File: src/rtl/ring_decoder.sv
// Receive-side monitor for a one-hot ring-counter bus: encodes the phase position,
// tracks lock on the rotation sequence, flags bad steps and counts full revolutions.
//
// state    | meaning
// ---------+---------------------------------------------------------------
// S_HUNT   | no trusted history; waiting for any one-hot sample
// S_ACQ    | one-hot seen; counting consecutive good steps toward lock
// S_LOCKED | rotation confirmed; step and one-hot violations are reported
module ring_decoder #(
  parameter int N          = 6,
  parameter int LOCK_COUNT = 2,
  parameter int REV_W      = 8
) (
  input  logic                 clk,
  input  logic                 rst_n,
  input  logic                 ce,
  input  logic [N-1:0]         i,
  input  logic                 clr,
  output logic [$clog2(N)-1:0] index,
  output logic                 valid,
  output logic                 locked,
  output logic                 step_err,
  output logic                 onehot_err,
  output logic                 wrap,
  output logic [REV_W-1:0]     revs
);

  localparam int IDX_W = $clog2(N);
  localparam int CW    = $clog2(LOCK_COUNT + 1);

  typedef enum logic [1:0] {S_HUNT, S_ACQ, S_LOCKED} state_t;

  state_t            state_q, state_d;
  logic [CW-1:0]     cnt_q, cnt_d;
  logic [N-1:0]      p_q;
  logic [N-1:0]      rot;
  logic              oh;
  logic              step_ok;
  logic [IDX_W-1:0]  idx_enc;
  logic [REV_W-1:0]  revs_d;
  logic              step_err_d;
  logic              onehot_err_d;
  logic              wrap_d;

  // Clearing the lowest set bit leaves zero only for a single set bit.
  assign oh      = (i != '0) && ((i & (i - N'(1))) == '0);
  assign rot     = {p_q[N-2:0], p_q[N-1]};
  assign step_ok = oh && (i == rot);
  assign locked  = (state_q == S_LOCKED);

  always_comb begin
    idx_enc = '0;
    for (int k = 0; k < N; k++) begin
      if (i[k]) idx_enc = IDX_W'(k);
    end
  end

  always_comb begin
    state_d      = state_q;
    cnt_d        = cnt_q;
    revs_d       = revs;
    step_err_d   = 1'b0;
    onehot_err_d = 1'b0;
    wrap_d       = 1'b0;
    case (state_q)
      S_HUNT: begin
        if (oh) begin
          state_d = S_ACQ;
          cnt_d   = '0;
        end
      end
      S_ACQ: begin
        if (step_ok) begin
          if (cnt_q + CW'(1) == CW'(LOCK_COUNT)) state_d = S_LOCKED;
          else                                   cnt_d   = cnt_q + CW'(1);
        end else if (oh) begin
          cnt_d = '0;
        end else begin
          state_d      = S_HUNT;
          onehot_err_d = 1'b1;
        end
      end
      S_LOCKED: begin
        if (step_ok) begin
          if (i[0]) begin
            wrap_d = 1'b1;
            revs_d = revs + REV_W'(1);
          end
        end else if (oh) begin
          state_d    = S_ACQ;
          cnt_d      = '0;
          step_err_d = 1'b1;
        end else begin
          state_d      = S_HUNT;
          onehot_err_d = 1'b1;
        end
      end
      default: state_d = S_HUNT;
    endcase
    // Clear wins over a same-edge increment; the wrap pulse is still reported.
    if (clr) revs_d = '0;
  end

  always_ff @(posedge clk or negedge rst_n) begin
    if (!rst_n) begin
      state_q    <= S_HUNT;
      cnt_q      <= '0;
      p_q        <= '0;
      index      <= '0;
      valid      <= 1'b0;
      revs       <= '0;
      step_err   <= 1'b0;
      onehot_err <= 1'b0;
      wrap       <= 1'b0;
    end else if (ce) begin
      state_q    <= state_d;
      cnt_q      <= cnt_d;
      p_q        <= i;
      index      <= oh ? idx_enc : '0;
      valid      <= oh;
      revs       <= revs_d;
      step_err   <= step_err_d;
      onehot_err <= onehot_err_d;
      wrap       <= wrap_d;
    end else begin
      step_err   <= 1'b0;
      onehot_err <= 1'b0;
      wrap       <= 1'b0;
    end
  end

endmodule

File: config.mk
export PLATFORM = sky130hd
export DESIGN_NAME = ring_decoder
export DESIGN_NICKNAME = d
export VERILOG_FILES = /design/src/rtl/ring_decoder.sv
export SDC_FILE = /design/constraint.sdc
export NUM_CORES = 1
export LEC_CHECK = 0
export ABC_AREA = 1
export BUFFER_PORTS_ARGS = -buffer_cell sky130_fd_sc_hd__buf_2
export CAP_MARGIN = 10
export CORE_ASPECT_RATIO = 0.6
export CORE_MARGIN = 2
export CORE_UTILIZATION = 50
export CTS_BUF_LIST = sky130_fd_sc_hd__clkbuf_8
export DETAILED_ROUTE_END_ITERATION = 7
export MAX_ROUTING_LAYER = met4
export PLACE_DENSITY = 0.71
export SETUP_SLACK_MARGIN = 0.15
export SYNTH_ARGS = -nofsm -noshare
export SYNTH_HDL_FRONTEND = slang
export SYNTH_SLANG_ARGS = --single-unit
File: constraint.sdc
create_clock -name clk -period 2.15 [get_ports clk]
set_input_delay 0.215 -clock clk [delete_from_list [all_inputs] [get_ports clk]]
set_output_delay 0.215 -clock clk [all_outputs]
set_load 0.02 [all_outputs]
==> results of run 1 <==
[final timing paths]
check | start | to | slack, ps
max in group asynchronous | rst_n | step_err | 1320
min in group asynchronous | rst_n | state_q[0] | 460
worst max register to register | state_q[0] | revs[0] | 490
worst min-delay path | i[4] | p_q[4] | 220
worst max-delay path | state_q[0] | revs[0] | 490
worst min register to register | cnt_q[1] | cnt_q[1] | 480
[metrics by stage]
step | hold WS [ps] | cells | total power (W) | instance area, µm²
5_1_grt | 249 | 269 | 0.00112 | 1710
6_report | 217 | 269 | 0.00105 | 1710
3_3_place_gp | 233 | 264 | 0.000782 | 1660
4_1_cts | 216 | 269 | 0.00106 | 1710
2_1_floorplan | -80.6 | 201 | 0.000708 | 1510
3_5_place_dp | 229 | 264 | 0.000784 | 1660
[cell families after synthesis]
kind of cell / Yosys count
and+or+nand+nor: 118
xor gates and xnor gates: 6
DFF: 25
AOI/OAI and AO/OA: 15
buffers and inverters: 31
adders and majority gates: 6
[registers in the layout, summed over array words and instances (netlist names)]
name        cells
revs            8
onehot_err      1
step_err        1
cnt_q           2
valid           1
p_q             6
wrap            1
index           3
state_q         2
[layout make-up]
| cell class | count | area (µm²) |
|---|---|---|
| clock inverter | 1 | 5.00 |
| inverter | 27 | 101 |
| tap | 42 | 52.6 |
| clock buffer | 3 | 41.3 |
| fill | 274 | 1160 |
| timing repair buffer | 26 | 135 |
| multi-input combinational | 145 | 752 |
| sequential | 25 | 626 |
[synthesized netlist by cell type]
cell type / number / area share
o21ai_0: 11 / 0.036
nor3_1: 2 / 0.0066
o21ai_2: 1 / 0.0058
nand3_4: 1 / 0.012
nand4_1: 6 / 0.025
inv_2: 3 / 0.0075
o31ai_1: 1 / 0.0050
nand3_2: 1 / 0.0066
nand3_1: 13 / 0.043
nand4_2: 1 / 0.0083
ha_1: 6 / 0.050
buf_6: 2 / 0.015
a21oi_1: 2 / 0.0066
nor2_2: 2 / 0.0083
nor2_4: 3 / 0.022
nand2_2: 4 / 0.017
xnor2_1: 2 / 0.012
inv_1: 24 / 0.060
nand2_1: 70 / 0.17
dfrtp_1: 25 / 0.41
xor2_1: 4 / 0.023
clkbuf_1: 2 / 0.0050
nor2_1: 15 / 0.037
[worst reg2reg max path: cells and delay by family (launching register included)]
kind | cells | cell delay (ps)
simple gates | 6 | 860
flops | 1 | 420
buf+inv | 1 | 90
fa+ha+maj | 1 | 240
[cells in the final DEF, fill, tap and decap left out, drive strengths merged, types with 4 or more instances in the layout]
cell type / n
nand4: 7
ha: 6
nand2: 74
nand3: 15
o21ai: 12
xor2: 4
inv: 27
buf: 25
dfrtp: 25
nor2: 20
[power groups by stage]
stage / Sequential [W] / Clock (W) / Combinational [W]
2_1_floorplan: 0.000562 / 0 / 0.000147
3_3_place_gp: 0.000546 / 0 / 0.000236
3_5_place_dp: 0.000546 / 0 / 0.000237
4_1_cts: 0.000538 / 0.000278 / 0.000240
5_1_grt: 0.000543 / 0.000302 / 0.000274
6_report: 0.000538 / 0.000269 / 0.000239
[per-layer routing]
metal,part of all wire,GRT usage,vias up
met2,0.40,0.261,29
met4,0.0037,0.0321,0
li1,-,-,681
met3,0.050,0.0525,2
met5,0,-,-
met1,0.55,0.312,564
==> results.json, run 1 <==
{
  "outcome": "completed",
  "avgSynthCellArea_um2": 7.51,
  "period_share": 0.774,
  "crit_required_ps": 2360,
  "path_buf_inv": 1,
  "synthAdderAreaFrac": 0.0498,
  "switching_share": 0.315,
  "cts_resized": 0,
  "clk_latency_ps": 270,
  "start_util": 0.525,
  "ant_nets": 0,
  "die_area_um2": 3490,
  "post-place-ws_ps": 518,
  "cap_violations": 0,
  "num_io_pins": 26,
  "htreeDepth": 1,
  "power_frac_comb": 0.228,
  "drive_gt1_frac": 0.198,
  "clockPowerShare": 0.258,
  "grt_overflow": 0,
  "synthCells": 201,
  "hpwl_um": 2350,
  "peakVddDrop_v": 0.000384,
  "finalHoldViolCount": 0,
  "finalSetupViolations": 0,
  "worstSetupPathDepth": 8,
  "arrival_ps": 1870,
  "grt_max_degree": 26,
  "clkTransAtPathRegs_ps": 80,
  "power.switching_w": 0.000329,
  "ctsHoldBuffers": 1,
  "synth_compound_area_frac": 0.0539,
  "synth-xor-area-share": 0.0348,
  "critPathLaunchType": "flip-flop",
  "dieWidth_um": 74.9,
  "leakage_nw": 0.981,
  "cts_tree": "yes",
  "grt_pass1_vias": 1059,
  "cp_max_fo": 11,
  "path_class": "reg -> reg",
  "slew_viol_final": 0,
  "setup_slack_ps": 487,
  "pwr-share-seq": 0.514,
  "antenna_found_initial": 0,
  "grt_usage": 0.202,
  "synth-simple-area-share": 0.360,
  "crit_chain": "inv_1 -> ha_1 -> nand4_2 -> nor2_4 -> nand3_2 -> nand2_2 -> nand2_1 -> nand2_1",
  "syn_area_um2": 1510,
  "yosys_warnings": 0,
  "crit_path_end_kind": "flip-flop",
  "die_height_um": 46.6,
  "period_needed_ps": 1660,
  "cpPeakStageDelay_ps": 420,
  "slew_headroom": 0.632,
  "clockBufferDepth": 2,
  "drt-initial-drc-count": 62,
  "syn2layout_area_growth_pct": 13.5,
  "n_antenna_cell": 0,
  "skew_ps": 2.94,
  "cts_buffers": 3,
  "r2r.worst_path.cells": 8,
  "path_delay_family": "simple AND/OR/NAND/NOR gates",
  "clock_tree.root_cell": "clkbuf_8",
  "hp-class": "in -> reg",
  "first_pass_iters": 5,
  "finalSetupTns_ps": 0,
  "num_rows": 15,
  "ys_ff_latch": 25,
  "rsz0062_at_grt": "false",
  "yosys-mux-area-fraction": 0,
  "fin_nets": 244,
  "worstMarginPinSlew_ps": 552,
  "grt_pass1_wl_um": 4960,
  "wire_per_inst_um": 11.0,
  "ys_types": 23,
  "finalWirelength_um": 2970,
  "synth_fp_nets": 217,
  "drc": 0,
  "route.vias.total": 1276,
  "cts.sinks": 25,
  "slowest_stage": "dfrtp_1",
  "routed_via_density": 4.74,
  "cp_common_cell": "nand2_1",
  "fmax_mhz": 601,
  "gp_congestion": 0.821,
  "post_cts_buffers": 0,
  "finish.utilization": 0.597,
  "yosysSeqAreaShare": 0.415,
  "p_per_area_nw_per_um2": 611,
  "synth_top_family_by_area": "simple AND/OR/NAND/NOR gates",
  "min_path_cells": 3,
  "portBuffers": 25,
  "intPower_w": 0.000717,
  "coreArea_um2": 2870
}
Note: power is estimated with default switching activity, not from simulation.
==> run 2: changes to the inputs <==
--- a/config.mk
+++ b/config.mk
@@ -5,7 +5,7 @@
 export SDC_FILE = /design/constraint.sdc
 export NUM_CORES = 1
 export LEC_CHECK = 0
-export ABC_AREA = 1
+export ABC_AREA = 0
 export BUFFER_PORTS_ARGS = -buffer_cell sky130_fd_sc_hd__buf_2
 export CAP_MARGIN = 10
 export CORE_ASPECT_RATIO = 0.6
@@ -14,7 +14,7 @@
 export CTS_BUF_LIST = sky130_fd_sc_hd__clkbuf_8
 export DETAILED_ROUTE_END_ITERATION = 7
 export MAX_ROUTING_LAYER = met4
-export PLACE_DENSITY = 0.71
+export PLACE_DENSITY = 0.74
 export SETUP_SLACK_MARGIN = 0.15
 export SYNTH_ARGS = -nofsm -noshare
 export SYNTH_HDL_FRONTEND = slang
==> constraint.sdc (replaced) <==
create_clock -name clk -period 1.5 [get_ports clk]
set_input_delay 0.15 -clock clk [delete_from_list [all_inputs] [get_ports clk]]
set_output_delay 0.15 -clock clk [all_outputs]
set_load 0.02 [all_outputs]
==> results.json, run 2 <==
{
  "cp_max_fo": 4,
  "cap_violations": 0,
  "slew_viol_final": 0,
  "antenna_found_initial": 0,
  "yosys_warnings": 0,
  "finalHoldViolCount": 0,
  "fmax_mhz": 481,
  "final_cell_mix": "buf_4, dfrtp_1, buf_2, inv_1, buf_6",
  "num_rows": 15,
  "placed_cells": 241,
  "clock_tree.root_cell": "clkbuf_8",
  "ant_nets": 0,
  "synth_top_area_cell": "dfrtp_1",
  "clk_latency_ps": 280,
  "grt_overflow": 0,
  "grt_pass1_wl_um": 7220,
  "dieWidth_um": 75.2,
  "hold_start": "i[2]",
  "synth.area.top_cells": "dfrtp_1, ha_1, mux2_2",
  "grt_max_degree": 26,
  "drive_gt1_frac": 0.550,
  "cts.sinks": 25,
  "n_antenna_cell": 0,
  "synth_edf_count": 0,
  "largest_reg_flops": 8,
  "violations": "setup timing",
  "skew_ps": 12.5,
  "clockBufferDepth": 2,
  "hp-class": "in -> reg",
  "finalWirelength_um": 5430,
  "synth_flop_cell": "dfrtp_1",
  "peakVddDrop_v": 0.000640,
  "avgSynthCellArea_um2": 10.3,
  "worstMarginPinSlew_ps": 578,
  "slew_headroom": 0.614,
  "drt-initial-drc-count": 112,
  "period_share": 1.39,
  "yosys.area.top_type_share": 0.412,
  "yosysSeqAreaShare": 0.412,
  "route.vias.total": 1612,
  "setup_slack_ps": -578,
  "start_util": 0.526,
  "arrival_ps": 2290,
  "outcome": "complete, but fails checks",
  "post-place-ws_ps": -509,
  "portBuffers": 25,
  "holdPathEnd": "p_q[2]",
  "finalSetupTns_ps": -6100,
  "synthCells": 148,
  "final_area_um2": 2320,
  "fin_nets": 235,
  "reg2reg_to": "cnt_q[0]",
  "coreArea_um2": 2890,
  "layoutNonFillerInstCount": 260,
  "synth_commonest_cells": "dfrtp_1, inv_1, a21oi_1, o31ai_1, xor2_1",
  "clkTransAtPathRegs_ps": 100,
  "yosysMostFrequentCell": "dfrtp_1",
  "cts_tree": "yes",
  "crit_required_ps": 1710,
  "first_pass_iters": 4,
  "ys_ff_latch": 25,
  "mostFrequentLayoutCell": "buf_4",
  "crit_path_end_kind": "flip-flop",
  "r2r.worst_path.cells": 6,
  "htreeDepth": 1,
  "reg.largest.list": "revs: 8 flops, p_q: 6 flops, index: 3 flops",
  "ys_types": 47,
  "rsz0062_at_grt": "true",
  "min_path_cells": 2,
  "hpwl_um": 3040,
  "die_area_um2": 3510,
  "regMostFlops": "revs",
  "syn_area_um2": 1520,
  "leakage_nw": 1.11,
  "r2r_slack_ps": -580,
  "cpPeakStageDelay_ps": 520,
  "routed_via_density": 6.20,
  "p_per_area_nw_per_um2": 767,
  "critPathLaunchType": "flip-flop",
  "die_height_um": 46.7,
  "period_needed_ps": 2080,
  "grt_usage": 0.293,
  "syn2layout_area_growth_pct": 52.9,
  "slowest_stage": "or4_4",
  "gp_congestion": 0.860,
  "async_reset_ff_frac": 1.00,
  "num_io_pins": 26,
  "drc": 0,
  "grt_pass1_vias": 1490,
  "place_area_um2": 1910,
  "cts_buffers": 3,
  "path_class": "reg -> reg",
  "synth_fp_nets": 164,
  "wire_per_inst_um": 20.9,
  "crit_chain": "xor2_1 -> nor4_4 -> buf_4 -> nand4b_1 -> or4_4 -> mux2i_1",
  "finalSetupViolations": 14,
  "holdWs_ps": 152,
  "reg2reg_from": "p_q[3]"
}
==> run 2: logic make-up (layout without fill, tap and decap cells) <==
group,count (synthesis),after routing,synth area share
AOI/OAI and AO/OA,36,36,0.170
xor gates and xnor gates,9,9,0.0519
adders and majority gates,7,7,0.0560
buffers and inverters,19,88,0.0552
DFF,25,25,0.412
muxes,7,7,0.0511
and+or+nand+nor,45,46,0.204
==> run 2: repair_timing <==
action | in CTS | in global routing
pin swaps | 6 | 9
hold endpoints to repair | 25 | 0
buffers inserted | 8 | 5
gates resized for setup | 23 | 29
gates cloned | 1 | 0
endpoints found under the setup margin | 16 | 17
hold buffers | 1 | 0
==> run 2: metrics by stage <==
| step | total power (W) | util |
|---|---|---|
| after floorplan | 0.00101 | - |
| after global placement | 0.00119 | 0.662 |
| after detailed placement | 0.00122 | 0.662 |
| after CTS | 0.00170 | 0.745 |
| after global routing | 0.00185 | 0.803 |
| final | 0.00178 | 0.803 |
==> run 2: report_power, final <==
part,switching [W],internal [W],leakage (nW)
clock,0.000228,0.000186,0.0255
sequential,0.0000301,0.000715,0.333
combinational,0.000341,0.000282,0.750
==> run 2: worst max-delay path by stage <==
stage,from,endpoint,depth (start not counted)
6_report,p_q[3],cnt_q[0],6
5_1_grt,p_q[0],cnt_q[0],6
4_1_cts,p_q[0],cnt_q[0],6
3_5_place_dp,p_q[0],cnt_q[0],6
3_3_place_gp,p_q[0],revs[1],5
2_1_floorplan,p_q[0],revs[5],6
==> run 2: cell type report <==
type                       count  area [µm²]
clock inverter                 1        5.00
inverter                      11        41.3
clock buffer                   3        41.3
timing repair buffer          73         542
fill                         180         568
tap                           42        52.6
multi-input combinational    105        1010
sequential                    25         626
==> run 2: routing by layer <==
| metal | part of all wire | global-route usage |
|---|---|---|
| met1 | 0.42 | 0.362 |
| met2 | 0.47 | 0.477 |
| met3 | 0.080 | 0.0547 |
| met4 | 0.035 | 0.123 |
| met5 | 0 | - |
==> run 2: worst max-delay path, delay by kind of cell (launching register included) <==
kind          cells  cell delay [ps]
mux               1              140
simple gates      3             1070
buf+inv           1              210
flops             1              410
xor+xnor          1              190
==> run 3: changes to the inputs <==
--- a/config.mk
+++ b/config.mk
@@ -10,11 +10,11 @@
 export CAP_MARGIN = 10
 export CORE_ASPECT_RATIO = 0.6
 export CORE_MARGIN = 2
-export CORE_UTILIZATION = 50
+export CORE_UTILIZATION = 25
 export CTS_BUF_LIST = sky130_fd_sc_hd__clkbuf_8
 export DETAILED_ROUTE_END_ITERATION = 7
 export MAX_ROUTING_LAYER = met4
-export PLACE_DENSITY = 0.74
+export PLACE_DENSITY = 0.42
 export SETUP_SLACK_MARGIN = 0.15
 export SYNTH_ARGS = -nofsm -noshare
 export SYNTH_HDL_FRONTEND = slang
==> results.json, run 3 (synthesized netlist as in run 2, its figures left out) <==
{
  "outcome": "complete, but fails checks",
  "violations": "setup timing",
  "largest_reg_flops": 8,
  "final_cell_mix": "buf_4, dfrtp_1, buf_2, inv_1, buf_6",
  "route.vias.total": 1445,
  "leakage_nw": 1.10,
  "reg2reg_to": "revs[1]",
  "slew_viol_final": 0,
  "grt_overflow": 0,
  "finalHoldViolCount": 0,
  "crit_path_end_kind": "flip-flop",
  "fin_nets": 238,
  "finalSetupViolations": 14,
  "worstMarginPinSlew_ps": 592,
  "routed_via_density": 4.80,
  "arrival_ps": 2120,
  "crit_required_ps": 1690,
  "ant_nets": 0,
  "portBuffers": 25,
  "crit_start": "p_q[0]",
  "clkTransAtPathRegs_ps": 90,
  "r2r_slack_ps": -430,
  "dieWidth_um": 105,
  "mostFrequentLayoutCell": "buf_4",
  "finalWirelength_um": 4460,
  "die_height_um": 64.4,
  "fmax_mhz": 519,
  "reg.largest.list": "revs: 8 flops, p_q: 6 flops, index: 3 flops",
  "cts_buffers": 3,
  "htreeDepth": 1,
  "num_io_pins": 26,
  "die_area_um2": 6740,
  "period_needed_ps": 1930,
  "final_area_um2": 2380,
  "coreArea_um2": 5730,
  "antenna_found_initial": 0,
  "cts_tree": "yes",
  "setup_slack_ps": -429,
  "peakVddDrop_v": 0.000363,
  "start_util": 0.265,
  "num_rows": 21,
  "grt_usage": 0.134,
  "clk_latency_ps": 270,
  "clock_tree.root_cell": "clkbuf_8",
  "rsz0062_at_grt": "true",
  "hpwl_um": 3140,
  "p_per_area_nw_per_um2": 735,
  "grt_pass1_wl_um": 6960,
  "grt_pass1_vias": 1414,
  "cts.sinks": 25,
  "regMostFlops": "revs",
  "clockBufferDepth": 2,
  "drc": 0,
  "wire_per_inst_um": 14.8,
  "drive_gt1_frac": 0.543,
  "place_area_um2": 2000,
  "skew_ps": 2.91,
  "grt_max_degree": 26,
  "syn2layout_area_growth_pct": 56.5,
  "cp_max_fo": 6,
  "r2r.worst_path.cells": 6,
  "path_class": "reg -> reg",
  "endpoint": "revs[1]",
  "n_antenna_cell": 0,
  "hp-class": "in -> reg",
  "gp_congestion": 0.824,
  "drt-initial-drc-count": 59,
  "cap_violations": 0,
  "fillerInstances": 584,
  "first_pass_iters": 5,
  "reg2reg_from": "p_q[0]",
  "finalPower_w": 0.00175,
  "critPathLaunchType": "flip-flop",
  "slew_headroom": 0.605,
  "period_share": 1.29
}
==> run 3: changes by cell type in the layout (fill, tap and decap cells not counted), moves of 2 or more <==
cell	change
o311ai_2	+2
xor2_2	+2
buf_4	+3
xor2_1	-2
==> run 3: worst min-delay path by stage <==
| stage | slack (ps) | cells past startpoint | startpoint | end |
|---|---|---|---|---|
| floorplan | -150 | 0 | rst_n | cnt_q[0] |
| global placement | 190 | 1 | rst_n | step_err |
| detailed placement | 200 | 1 | rst_n | onehot_err |
| CTS | 200 | 2 | i[5] | p_q[5] |
| global route | 140 | 2 | i[2] | p_q[2] |
| finish | 150 | 2 | i[2] | p_q[2] |
==> run 3: what timing repair did <==
action                                 in CTS  in global routing
setup endpoints to repair                  16                 17
endpoints found under the hold margin      25                  0
cloned                                      1                  0
resized for setup                          12                 41
hold buffers                                1                  0
setup buffers                               5                  6
pin swaps                                   6                 10
==> run 3: area by class of cell <==
cell class | count | area [µm²] | share of cell area
Clock inverter | 1 | 3.75 | 0.00158
Timing Repair Buffer | 76 | 566 | 0.238
Tap cell | 80 | 100 | 0.0421
Clock buffer | 3 | 41.3 | 0.0174
Multi-Input combinational cell | 105 | 1000 | 0.421
Sequential cell | 25 | 626 | 0.263
Inverter | 11 | 41.3 | 0.0174
==> run 3: per-stage QoR <==
step                utilization  setup TNS, ps  worst slack [ps]  instances  hold slack [ps]
CTS                       0.377          -4840              -459        295              200
finish                    0.415          -4470              -429        301              147
global placement          0.349          -5680              -485        284              194
global route              0.415          -5650              -510        301              140
floorplan                     -          -2990              -414        148             -146
detailed placement        0.349          -6480              -512        284              201
==> run 3: report_power, final <==
| group | switching, W | total [W] | internal (W) |
|---|---|---|---|
| combinational | 0.000305 | 0.000599 | 0.000294 |
| clock | 0.000224 | 0.000408 | 0.000184 |
| sequential | 0.0000261 | 0.000741 | 0.000715 |
| total | 0.000555 | 0.00175 | 0.00119 |
==> run 3: critical path: stages (launching register included) <==
cell and delay (ps):
dfrtp_1 400, xor2_1 170, nor4_4 330, buf_4 200, nand4_4 110, or4b_4 520, o211ai_1 120
==> run 3: per-layer routing <==
| metal | vias to the layer above | wire, µm | track usage |
|---|---|---|---|
| li1 | 702 | - | - |
| met1 | 726 | 2220 | 0.184 |
| met2 | 15 | 2080 | 0.208 |
| met3 | 2 | 129 | 0.0296 |
| met4 | 0 | 19 | 0.0200 |
| met5 | - | 0 | - |
